## src/rtl/cpu_pkg.sv

```systemverilog
`default_nettype none
// ============================================================================
//  Module      : cpu_pkg
//  Description : Shared definitions for the 16-bit, 8-register, 5-stage core:
//                opcode constants, instruction field positions and the
//                hazard scoreboard entry type.
//  Revision    : 1.0 - initial release
// ============================================================================
package cpu_pkg;

    // Opcodes; every value not listed decodes as NOP.
    localparam logic [3:0] OP_NOP  = 4'd0;
    localparam logic [3:0] OP_ADD  = 4'd1;
    localparam logic [3:0] OP_SUB  = 4'd2;
    localparam logic [3:0] OP_AND  = 4'd3;
    localparam logic [3:0] OP_OR   = 4'd4;
    localparam logic [3:0] OP_XOR  = 4'd5;
    localparam logic [3:0] OP_SL   = 4'd6;
    localparam logic [3:0] OP_SR   = 4'd7;
    localparam logic [3:0] OP_ADDI = 4'd9;
    localparam logic [3:0] OP_LD   = 4'd10;
    localparam logic [3:0] OP_ST   = 4'd11;
    localparam logic [3:0] OP_BR   = 4'd12;

    // Field bit positions.
    localparam int OPC_HI = 15;
    localparam int OPC_LO = 12;
    localparam int FA_HI  = 11;
    localparam int FA_LO  = 9;
    localparam int FB_HI  = 8;
    localparam int FB_LO  = 6;
    localparam int FC_HI  = 5;
    localparam int FC_LO  = 3;
    localparam int IMM_HI = 5;
    localparam int IMM_LO = 0;

    // One in-flight instruction as seen by the hazard logic.
    typedef struct packed {
        logic       valid;    // instruction writes a register (never R0)
        logic [2:0] dst;
        logic       is_load;
    } sb_entry_t;

endpackage
`default_nettype wire

```

## src/rtl/hazard_ctrl_decode.sv

```systemverilog
`default_nettype none
// ============================================================================
//  Module      : instr_decode
//  Description : Combinational decode of the IF/ID instruction into register
//                source/destination usage for hazard detection.
//  Ports       : i_instr            - instruction word
//                o_src_{a,b,c}      - source register numbers
//                o_src_{a,b,c}_v    - corresponding source is read
//                o_dst / o_dst_v    - destination register, valid if written
//                o_is_load, o_is_br - LD / BR indicators
//  Revision    : 1.0 - initial release
// ============================================================================
module instr_decode
    import cpu_pkg::*;
(
    input  logic [15:0] i_instr,
    output logic [2:0]  o_src_a,
    output logic [2:0]  o_src_b,
    output logic [2:0]  o_src_c,
    output logic        o_src_a_v,
    output logic        o_src_b_v,
    output logic        o_src_c_v,
    output logic [2:0]  o_dst,
    output logic        o_dst_v,
    output logic        o_is_load,
    output logic        o_is_br
);

    logic [3:0] w_op;
    logic       w_rtype;
    logic       w_addi;
    logic       w_ld;
    logic       w_st;
    logic       w_br;
    logic       w_unused_low;

    assign w_op    = i_instr[OPC_HI:OPC_LO];
    assign o_src_a = i_instr[FA_HI:FA_LO];
    assign o_src_b = i_instr[FB_HI:FB_LO];
    assign o_src_c = i_instr[FC_HI:FC_LO];
    assign o_dst   = i_instr[FA_HI:FA_LO];

    // Low immediate bits never name a register.
    assign w_unused_low = ^i_instr[2:0];

    assign w_rtype = (w_op >= OP_ADD) && (w_op <= OP_SR);
    assign w_addi  = (w_op == OP_ADDI);
    assign w_ld    = (w_op == OP_LD);
    assign w_st    = (w_op == OP_ST);
    assign w_br    = (w_op == OP_BR);

    assign o_src_b_v = w_rtype | w_addi | w_ld | w_st | w_br;
    assign o_src_c_v = w_rtype;
    assign o_src_a_v = w_st;                 // ST reads its data register from A
    // R0 is hardwired to zero, so writing it creates no dependency.
    assign o_dst_v   = (w_rtype | w_addi | w_ld) && (o_dst != 3'd0);
    assign o_is_load = w_ld;
    assign o_is_br   = w_br;

endmodule
`default_nettype wire

```

## src/rtl/hazard_ctrl.sv

```systemverilog
`default_nettype none
// ============================================================================
//  Module      : hazard_ctrl
//  Description : Pipeline hazard and branch controller. Tracks destinations of
//                the EX and MEM instructions, stalls IF/ID on RAW hazards,
//                qualifies ID-stage branches, and counts stall/flush events.
//  Params      : FORWARDING - 0: stall on any RAW vs EX/MEM
//                             1: stall only on load-use vs EX
//  Ports       : clk, rst (async, active-high)
//                i_id_instr, i_branch_cond       - ID-stage inputs
//                o_stall, o_ex_bubble            - hold IF/ID, bubble ID/EX
//                o_if_flush, o_branch_taken,
//                o_branch_offset_imm             - branch redirect to IF
//                o_stall_cnt, o_flush_cnt        - saturating debug counters
//  Revision    : 1.0 - initial release
// ============================================================================
module hazard_ctrl
    import cpu_pkg::*;
#(
    parameter bit FORWARDING = 1'b0
)
(
    input  logic        clk,
    input  logic        rst,
    input  logic [15:0] i_id_instr,
    input  logic        i_branch_cond,
    output logic        o_stall,
    output logic        o_ex_bubble,
    output logic        o_if_flush,
    output logic        o_branch_taken,
    output logic [5:0]  o_branch_offset_imm,
    output logic [15:0] o_stall_cnt,
    output logic [15:0] o_flush_cnt
);

    localparam logic [15:0] CNT_MAX = 16'hFFFF;

    logic [2:0] w_src_a, w_src_b, w_src_c, w_dst;
    logic       w_src_a_v, w_src_b_v, w_src_c_v, w_dst_v;
    logic       w_is_load, w_is_br;

    sb_entry_t  r_ex;
    sb_entry_t  r_mem;
    sb_entry_t  w_id_entry;

    logic       w_ex_match, w_mem_match;
    logic       w_ex_hit, w_mem_hit;
    logic       w_stall;
    logic       w_taken;

    logic [15:0] r_stall_cnt;
    logic [15:0] r_flush_cnt;

    instr_decode u_decode (
        .i_instr   (i_id_instr),
        .o_src_a   (w_src_a),
        .o_src_b   (w_src_b),
        .o_src_c   (w_src_c),
        .o_src_a_v (w_src_a_v),
        .o_src_b_v (w_src_b_v),
        .o_src_c_v (w_src_c_v),
        .o_dst     (w_dst),
        .o_dst_v   (w_dst_v),
        .o_is_load (w_is_load),
        .o_is_br   (w_is_br)
    );

    assign w_id_entry = '{valid: w_dst_v, dst: w_dst, is_load: w_is_load};

    // Does any source read by the ID instruction name the entry's destination?
    always_comb begin
        w_ex_match  = (w_src_a_v && (w_src_a == r_ex.dst))
                   || (w_src_b_v && (w_src_b == r_ex.dst))
                   || (w_src_c_v && (w_src_c == r_ex.dst));
        w_mem_match = (w_src_a_v && (w_src_a == r_mem.dst))
                   || (w_src_b_v && (w_src_b == r_mem.dst))
                   || (w_src_c_v && (w_src_c == r_mem.dst));
    end

    // With the bypass network only a load in EX is still unresolved in time.
    assign w_ex_hit  = r_ex.valid && w_ex_match
                    && ((FORWARDING == 1'b0) || r_ex.is_load);
    assign w_mem_hit = (FORWARDING == 1'b0) && r_mem.valid && w_mem_match;
    assign w_stall   = w_ex_hit || w_mem_hit;

    // A stalled branch is simply re-presented next cycle and re-qualified.
    assign w_taken = w_is_br && i_branch_cond && !w_stall;

    assign o_stall             = w_stall;
    assign o_ex_bubble         = w_stall;
    assign o_branch_taken      = w_taken;
    assign o_if_flush          = w_taken;
    assign o_branch_offset_imm = i_id_instr[IMM_HI:IMM_LO];
    assign o_stall_cnt         = r_stall_cnt;
    assign o_flush_cnt         = r_flush_cnt;

    // Scoreboard: the instruction held in ID does not advance while stalled.
    always_ff @(posedge clk or posedge rst) begin
        if (rst) begin
            r_ex  <= '0;
            r_mem <= '0;
        end else begin
            r_mem <= r_ex;
            r_ex  <= w_stall ? '0 : w_id_entry;
        end
    end

    always_ff @(posedge clk or posedge rst) begin
        if (rst) begin
            r_stall_cnt <= 16'd0;
            r_flush_cnt <= 16'd0;
        end else begin
            if (w_stall && (r_stall_cnt != CNT_MAX)) begin
                r_stall_cnt <= r_stall_cnt + 16'd1;
            end
            if (w_taken && (r_flush_cnt != CNT_MAX)) begin
                r_flush_cnt <= r_flush_cnt + 16'd1;
            end
        end
    end

endmodule
`default_nettype wire

```

## config.mk

```make
export PLATFORM = sky130hd
export DESIGN_NAME = hazard_ctrl
export DESIGN_NICKNAME = d
export VERILOG_FILES = /design/src/rtl/cpu_pkg.sv /design/src/rtl/hazard_ctrl_decode.sv /design/src/rtl/hazard_ctrl.sv
export SDC_FILE = /design/constraint.sdc
export NUM_CORES = 1
export LEC_CHECK = 0
export ABC_AREA = 1
export CELL_PAD_IN_SITES_DETAIL_PLACEMENT = 1
export CELL_PAD_IN_SITES_GLOBAL_PLACEMENT = 2
export CORE_MARGIN = 2
export CORE_UTILIZATION = 31
export CTS_BUF_LIST = sky130_fd_sc_hd__clkbuf_4 sky130_fd_sc_hd__clkbuf_8
export DETAILED_ROUTE_END_ITERATION = 8
export GPL_TIMING_DRIVEN = 0
export PLACE_DENSITY = 0.91
export SYNTH_ARGS = -nofsm -noshare
export SYNTH_HDL_FRONTEND = slang
export SYNTH_SLANG_ARGS = --single-unit
```

## constraint.sdc

```tcl
create_clock -name clk -period 2.4 [get_ports clk]
set_input_delay 0.24 -clock clk [delete_from_list [all_inputs] [get_ports clk]]
set_output_delay 0.24 -clock clk [all_outputs]
set_load 0.01 [all_outputs]
```

==> metrics.cfg, run 1 <==
[detailed_routing]
via_per_inst = 4.64
wl_met1_um = 3660
drt_iter0_markers = 62
antenna_left = 0
dr.pass1.iters = 4
vias = 2545
dr.max_layer_used = met4
dr_wl_met3_um = 170
wl_per_cell_um = 13.6
drt_wl_total_um = 7480
wl_met2_um = 3470
drc = 0

[cts]
clk_path_buf_depth = 2
cts.sinks = 40
tritoncts = done
cts_buffers = 5
hold_buffers = 0
clkLatencyLatePin_ps = 290
htree_levels = 2
clkTransAtPathRegs_ps = 80
cts-root-buf = clkbuf_8

[die]
fp.dieH_um = 97.7
die_w_um = 97.7
die-area_um2 = 9550
pin_count = 61
core_um2 = 8640
row_count = 34
initial_utilization_pct = 31.5

[synthesis]
syn_inst = 372
synth_mux_area_share_pct = 0
ys_top_cells_by_area = dfrtp_1 37%, nand2_1 20%, xor2_1 6.8%, nand3_1 5.7%, inv_1 4.4%
synth_area_um2 = 2720
yosysUniqueCellTypes = 29
synth_top_area_share_pct = 36.8
synth_top_family_by_area = simple AND/OR/NAND/NOR gates
synth_xor_xnor_area_share_pct = 10.3
synth_fa_ha_area_share_pct = 0.919
synth-compound-area-share_pct = 1.42
ys_warn_count = 0
synth_area_per_cell_um2 = 7.32
synthSimpleGateAreaFrac_pct = 40.8
yosysSeqAreaShare_pct = 36.8
synth_nets = 393
yosysTopAreaCell = dfrtp_1
synth_seq_cells = 40

[placed_design]
dpl_cell_area_um2 = 3450
dp.final_hpwl_um = 5600
post-place-ws_ps = -326
place.gp.congestion = 0.847
portBuffers = 57

[cells_and_area]
drive_above_1_share_pct = 12.9
finalNetCount = 461
stdcell_area_um2 = 3610
areaGrowthSynthToFinish_pct = 32.4
n_antenna_cell = 0

[global_route]
antenna_found_initial = 0
grt_first_pass_wirelength_um = 13100
grt_max_degree = 41
grt_usage_pct = 16.5
grt_pass1_vias = 2660
grt.overflow.total = 0

[timing]
fin_ws_ps = 140
skew_ps = 7.92
setup_viol = 0
hold_viol_final = 0
finalMaxSlewViolations = 0
rsz0062_at_grt = false
finalSetupTns_ps = 0
slew_headroom_pct = 73.5
tightest_slew_ps = 395
period_needed_ps = 2260
timing.fmax_mhz = 442
whs_ps = 294
timing.final.crit_share_pct = 94.2

[flow_run]
maxCapViolCount = 0

[power_and_ir_drop]
switchingPower_w = 0.000591
vdd_drop_max_mv = 0.273
cellPowerDensity_nw_per_um2 = 537
power.share.switching_pct = 30.5
p_int_w = 0.00134
pwr-share-clk_pct = 31.5
p_total_w = 0.00194
combPwrFrac_pct = 25.6
p_leak_nw = 1.75
p_seq_share_pct = 42.9

[min_path]
hold_path.class = in -> async

[critical_path]
start_kind = primary input
worst-path-max-fanout = 8
worstSetupPathType = in -> out
cp-end-kind = output port
reg2reg_depth = 10
required_ps = 2160
critPathArrivalTime_ps = 2020

[outcome]
outcome = complete, no violations

[repair_timing]
| action | in CTS | in global routing |
|---|---|---|
| setup endpoints to repair | 3 | 2 |
| setup buffers | 1 | 2 |
| resized for setup | 10 | 9 |
| pin swaps | 1 | 1 |
[power groups by stage]
stage / Clock, W / Combinational (W) / Sequential [W]
CTS: 0.000631 / 0.000497 / 0.000831
floorplan: 0 / 0.000267 / 0.000845
detailed placement: 0 / 0.000500 / 0.000843
global placement: 0 / 0.000484 / 0.000841
finish: 0.000609 / 0.000495 / 0.000831
global route: 0.000656 / 0.000555 / 0.000850
[final timing paths]
path | from | end | slack, ps
worst min register to register | r_ex[4] | r_mem[4] | 440
min in group clk | i_id_instr[11] | r_ex[3] | 420
worst max-delay path | i_id_instr[7] | o_ex_bubble | 140
worst max register to register | o_flush_cnt[0] | o_flush_cnt[7] | 540
worst min-delay path | rst | r_ex[4] | 290
max in group asynchronous | rst | r_ex[2] | 1890
[cells by family after synthesis]
kind of cell,after synthesis
and+or+nand+nor,236
xor gates and xnor gates,32
buffers and inverters,55
DFF,40
adders and majority gates,2
AOI/OAI and AO/OA,7
[state kept, by name (all words and copies together) (netlist names)]
name	cells
o_flush_cnt	16
o_stall_cnt	16
r_ex	4
r_mem	4
[synthesized netlist by cell type]
library cell / count
o21ai_1: 4
o32ai_1: 1
nor3_2: 1
nor2_1: 22
nor2_4: 2
o21ai_0: 1
inv_1: 32
nand4_1: 9
ha_1: 2
nand3_1: 31
nor3_1: 12
nand3b_1: 1
buf_4: 10
buf_2: 1
nand4_4: 2
or2_1: 1
nand2_8: 1
buf_6: 3
dfrtp_1: 40
a21oi_1: 1
inv_2: 9
nand2_2: 4
nand2_1: 142
nor2_2: 1
nor2_8: 1
xnor2_1: 11
xor2_1: 21
nand2_4: 2
nand3_2: 4
[metal layers]
| layer | vias up | GRT usage, % |
|---|---|---|
| met4 | 0 | 5.77 |
| met2 | 43 | 26.7 |
| li1 | 1290 | - |
| met1 | 1200 | 22.9 |
| met3 | 12 | 2.01 |
| met5 | - | 0 |
[worst max-delay path: stages]
cell and delay (ps):
clkdlybuf4s50_1 510, inv_1 70, nand2_1 50, nand2_1 60, nor2_2 150, nand3_2 90, nand3_2 90, nand2_4 80
nand2_8 130, clkdlybuf4s50_1 540
[placed cells by master, fill, tap and decap left out, drive strengths merged, types with 4 or more instances in the layout]
cell           synthesis  layout
dlygate4sd2            0       8
dfrtp                 40      40
xnor2                 11      11
inv                   41      41
xor2                  21      21
nor2                  26      26
clkbuf                 0       7
nand3                 35      35
o21ai                  5       5
nor3                  13      13
nand2                149     149
dlymetal6s2s           0       4
buf                   14      18
clkdlybuf4s50          0      44
nand4                 11      11
[per-stage QoR]
stage	instances	utilization, %
detailed placement	538	39.9
finish	549	41.8
global placement	537	39.7
global route	549	41.8
floorplan	372	-
CTS	547	41.4
[cell type report]
cell class	count	area, um^2
clock buffers	7	96.3
inverters	41	154
flip-flops and latches	40	1000
clock inverters	1	30.0
repair buffers	61	613
plain buffers	14	118
well taps	108	135
fillers	1090	5030
multi-input cells	277	1460
Note: power is estimated with default switching activity, not from simulation.
==> inputs of run 2 (changes only) <==
--- a/config.mk
+++ b/config.mk
@@ -13,4 +13,5 @@
 export CTS_BUF_LIST = sky130_fd_sc_hd__clkbuf_4 sky130_fd_sc_hd__clkbuf_8
 export DETAILED_ROUTE_END_ITERATION = 8
+export GPL_ROUTABILITY_DRIVEN = 0
 export GPL_TIMING_DRIVEN = 0
 export PLACE_DENSITY = 0.91
==> constraint.sdc (replaced) <==
create_clock -name clk -period 2.4 [get_ports clk]
set_input_delay 0.48 -clock clk [delete_from_list [all_inputs] [get_ports clk]]
set_output_delay 0.48 -clock clk [all_outputs]
set_load 0.01 [all_outputs]
==> run 2 against run 1 <==
Net effect:
- hold slack better by 140 ps
- utilization is 0.46 points higher
- cell area is 1.1% higher
- clock power hardly changed
- sequential power hardly changed
- routed wire length is 1.3% higher
- non-clock buffer count is 7 higher
- global-route usage is 0.23 points higher
- largest cell class unchanged
- critical path depth is 1 higher
- total power is 0.74% higher
- die area stayed put
==> metrics.cfg, run 2 (same netlist as run 1, synthesis figures left out) <==
[cts]
clkLatencyLatePin_ps = 290  ; about the same
htree_levels = 2  ; unchanged
cts.sinks = 40  ; unchanged
cts-root-buf = clkbuf_8  ; unchanged
clk_path_buf_depth = 2  ; unchanged
hold_buffers = 0  ; unchanged
cts_buffers = 5  ; unchanged
tritoncts = done  ; unchanged
clkTransAtPathRegs_ps = 80  ; about the same

[power_and_ir_drop]
power.share.switching_pct = 30.6  ; was 30.5%
cellPowerDensity_nw_per_um2 = 535  ; was 537 nW/um^2
combPwrFrac_pct = 26.2  ; was 25.6%
pwr-share-clk_pct = 31.2  ; was 31.5%
p_seq_share_pct = 42.6  ; was 42.9%
p_leak_nw = 1.75  ; about the same
p_int_w = 0.00135  ; was 0.00134 W
vdd_drop_max_mv = 0.273  ; about the same
switchingPower_w = 0.000596  ; was 0.000591 W

[cells_and_area]
final_cell_mix = 141 x nand2_1, 40 x clkdlybuf4s50_1, 39 x dfrtp_1, 31 x nand3_1, 29 x inv_1  ; was 142 x nand2_1, 44 x clkdlybuf4s50_1, 38 x dfrtp_1, 31 x nand3_1, 31 x inv_1
areaGrowthSynthToFinish_pct = 33.9  ; was 32.4%
layout_commonest_cell = nand2_1  ; unchanged
drive_above_1_share_pct = 17.9  ; was 12.9%
n_antenna_cell = 0  ; unchanged
finalNetCount = 468  ; was 461
layout.cells.non_filler = 556  ; was 549
fillCellCount = 1094  ; was 1090
fin_util_pct = 42.2  ; was 41.8%

[detailed_routing]
wl_per_cell_um = 13.6  ; about the same
antenna_left = 0  ; unchanged
via_per_inst = 4.62  ; was 4.64
drt_iter0_markers = 60  ; was 62
drc = 0  ; unchanged
dr.pass1.iters = 4  ; unchanged
vias = 2570  ; was 2545
drt_wl_total_um = 7570  ; was 7480 um

[critical_path]
worstPathBufferInverterCount = 4  ; was 3
critPathArrivalTime_ps = 1760  ; was 2020 ps
r2r_slack_ps = 530  ; was 540 ps
slowest_delay_ps = 260  ; was 540 ps
crit_start = i_id_instr[7]  ; unchanged
start_kind = primary input  ; unchanged
r2r_start = o_flush_cnt[0]  ; unchanged
crit_slowest_cell = dlygate4sd2_1  ; was clkdlybuf4s50_1
worstSetupPathType = in -> out  ; unchanged
critPathTopFamily = buffers and inverters  ; unchanged
crit_chain = dlygate4sd2_1, inv_1, nand2_1, nand2_1, nor2_2, nand3_2, nand3_2, nand2_4, nand2_8, buf_4, dlygate4sd2_1  ; was clkdlybuf4s50_1, inv_1, nand2_1, nand2_1, nor2_2, nand3_2, nand3_2, nand2_4, nand2_8, clkdlybuf4s50_1
worst-path-max-fanout = 4  ; was 8
required_ps = 1920  ; was 2160 ps
cp-end-kind = output port  ; unchanged

[die]
fp.dieH_um = 97.7  ; unchanged
pin_count = 61  ; unchanged
die_w_um = 97.7  ; unchanged
core_um2 = 8640  ; unchanged
row_count = 34  ; unchanged
die-area_um2 = 9550  ; unchanged
initial_utilization_pct = 31.5  ; unchanged

[min_path]
hp-start = r_ex[4]
hold_path.class = reg -> reg  ; was in -> async

[timing]
setup_viol = 0  ; unchanged
period_needed_ps = 2240  ; was 2260 ps
timing.final.crit_share_pct = 93.5  ; was 94.2%
timing.fmax_mhz = 446  ; was 442 MHz
slew_headroom_pct = 73.5  ; unchanged
skew_ps = 8.38  ; was 7.92 ps
finalMaxSlewViolations = 0  ; unchanged
finalSetupTns_ps = 0  ; unchanged
rsz0062_at_grt = false  ; unchanged
whs_ps = 435  ; was 294 ps
tightest_slew_ps = 395  ; unchanged
hold_viol_final = 0  ; unchanged

[flow_run]
maxCapViolCount = 0  ; unchanged

[global_route]
grt_max_degree = 41  ; unchanged
grt_first_pass_wirelength_um = 13200  ; was 13100 um
grt_pass1_vias = 2689  ; was 2660
antenna_found_initial = 0  ; unchanged
grt_usage_pct = 16.8  ; was 16.5%
grt.overflow.total = 0  ; unchanged

[placed_design]
placed_cells = 538  ; unchanged
portBuffers = 57  ; unchanged
dp.final_hpwl_um = 5600  ; unchanged

[outcome]
outcome = complete, no violations  ; unchanged

==> run 2: cell types whose count changed in the layout (fill, tap and decap cells not counted), moves of 3 or more <==
cell             before  now
nor2_2                2    5
nor2_1               21   18
clkdlybuf4s50_1      44   40
dlygate4sd2_1         8    4
clkdlybuf4s15_1       1    4
dlymetal6s2s_1        4    0
buf_4                13   21
clkdlybuf4s15_2       0    3
clkbuf_2              0    3
==> run 2: per-layer routing <==
metal	global-route usage, %	wire length (um)	share of wire (%)
met1	23.2	3680	49
met5	0	0	0
met4	5.66	161	2.1
met2	27.2	3540	47
met3	2.09	190	2.5
==> run 2: power by group through the flow <==
| stage | combinational (W) | sequential, W | clock (W) |
|---|---|---|---|
| floorplan | 0.000267 | 0.000845 | 0 |
| global placement | 0.000484 | 0.000841 | 0 |
| detailed placement | 0.000500 | 0.000843 | 0 |
| CTS | 0.000511 | 0.000831 | 0.000631 |
| global route | 0.000572 | 0.000849 | 0.000656 |
| finish | 0.000512 | 0.000831 | 0.000607 |
==> run 2: layout make-up <==
type | count | area [um^2] | area share [%]
Sequential cell | 40 | 1000 | 27.5
Clock inverter | 1 | 30.0 | 0.824
Multi-Input combinational cell | 277 | 1480 | 40.5
Inverter | 41 | 154 | 4.22
Buffer | 13 | 103 | 2.81
Timing Repair Buffer | 69 | 648 | 17.8
Tap cell | 108 | 135 | 3.71
Clock buffer | 7 | 96.3 | 2.64
==> run 2: stage by stage <==
| step | area, um^2 | worst slack (ps) | power [W] |
|---|---|---|---|
| 6_report | 3650 | 157 | 0.00195 |
| 4_1_cts | 3630 | 2.29 | 0.00197 |
| 2_1_floorplan | 2720 | 414 | 0.00111 |
| 3_5_place_dp | 3450 | -806 | 0.00134 |
| 3_3_place_gp | 3430 | -766 | 0.00132 |
| 5_1_grt | 3650 | 3.32 | 0.00208 |
==> run 2: worst paths after layout <==
path | cells after the start | endpoint
worst max-delay path | 11 | o_ex_bubble
worst min-delay path | 0 | r_mem[4]
worst max register to register | 10 | o_flush_cnt[7]
worst min register to register | 0 | r_mem[4]
max in group asynchronous | 3 | r_ex[3]
min in group asynchronous | 3 | o_flush_cnt[9]
==> run 2: what timing repair did <==
item / 4_1_cts / 5_1_grt
endpoints found under the setup margin: 4 / 4
pin swaps: 9 / 8
resized for setup: 45 / 10
cloned: 0 / 0
buffers inserted: 8 / 3
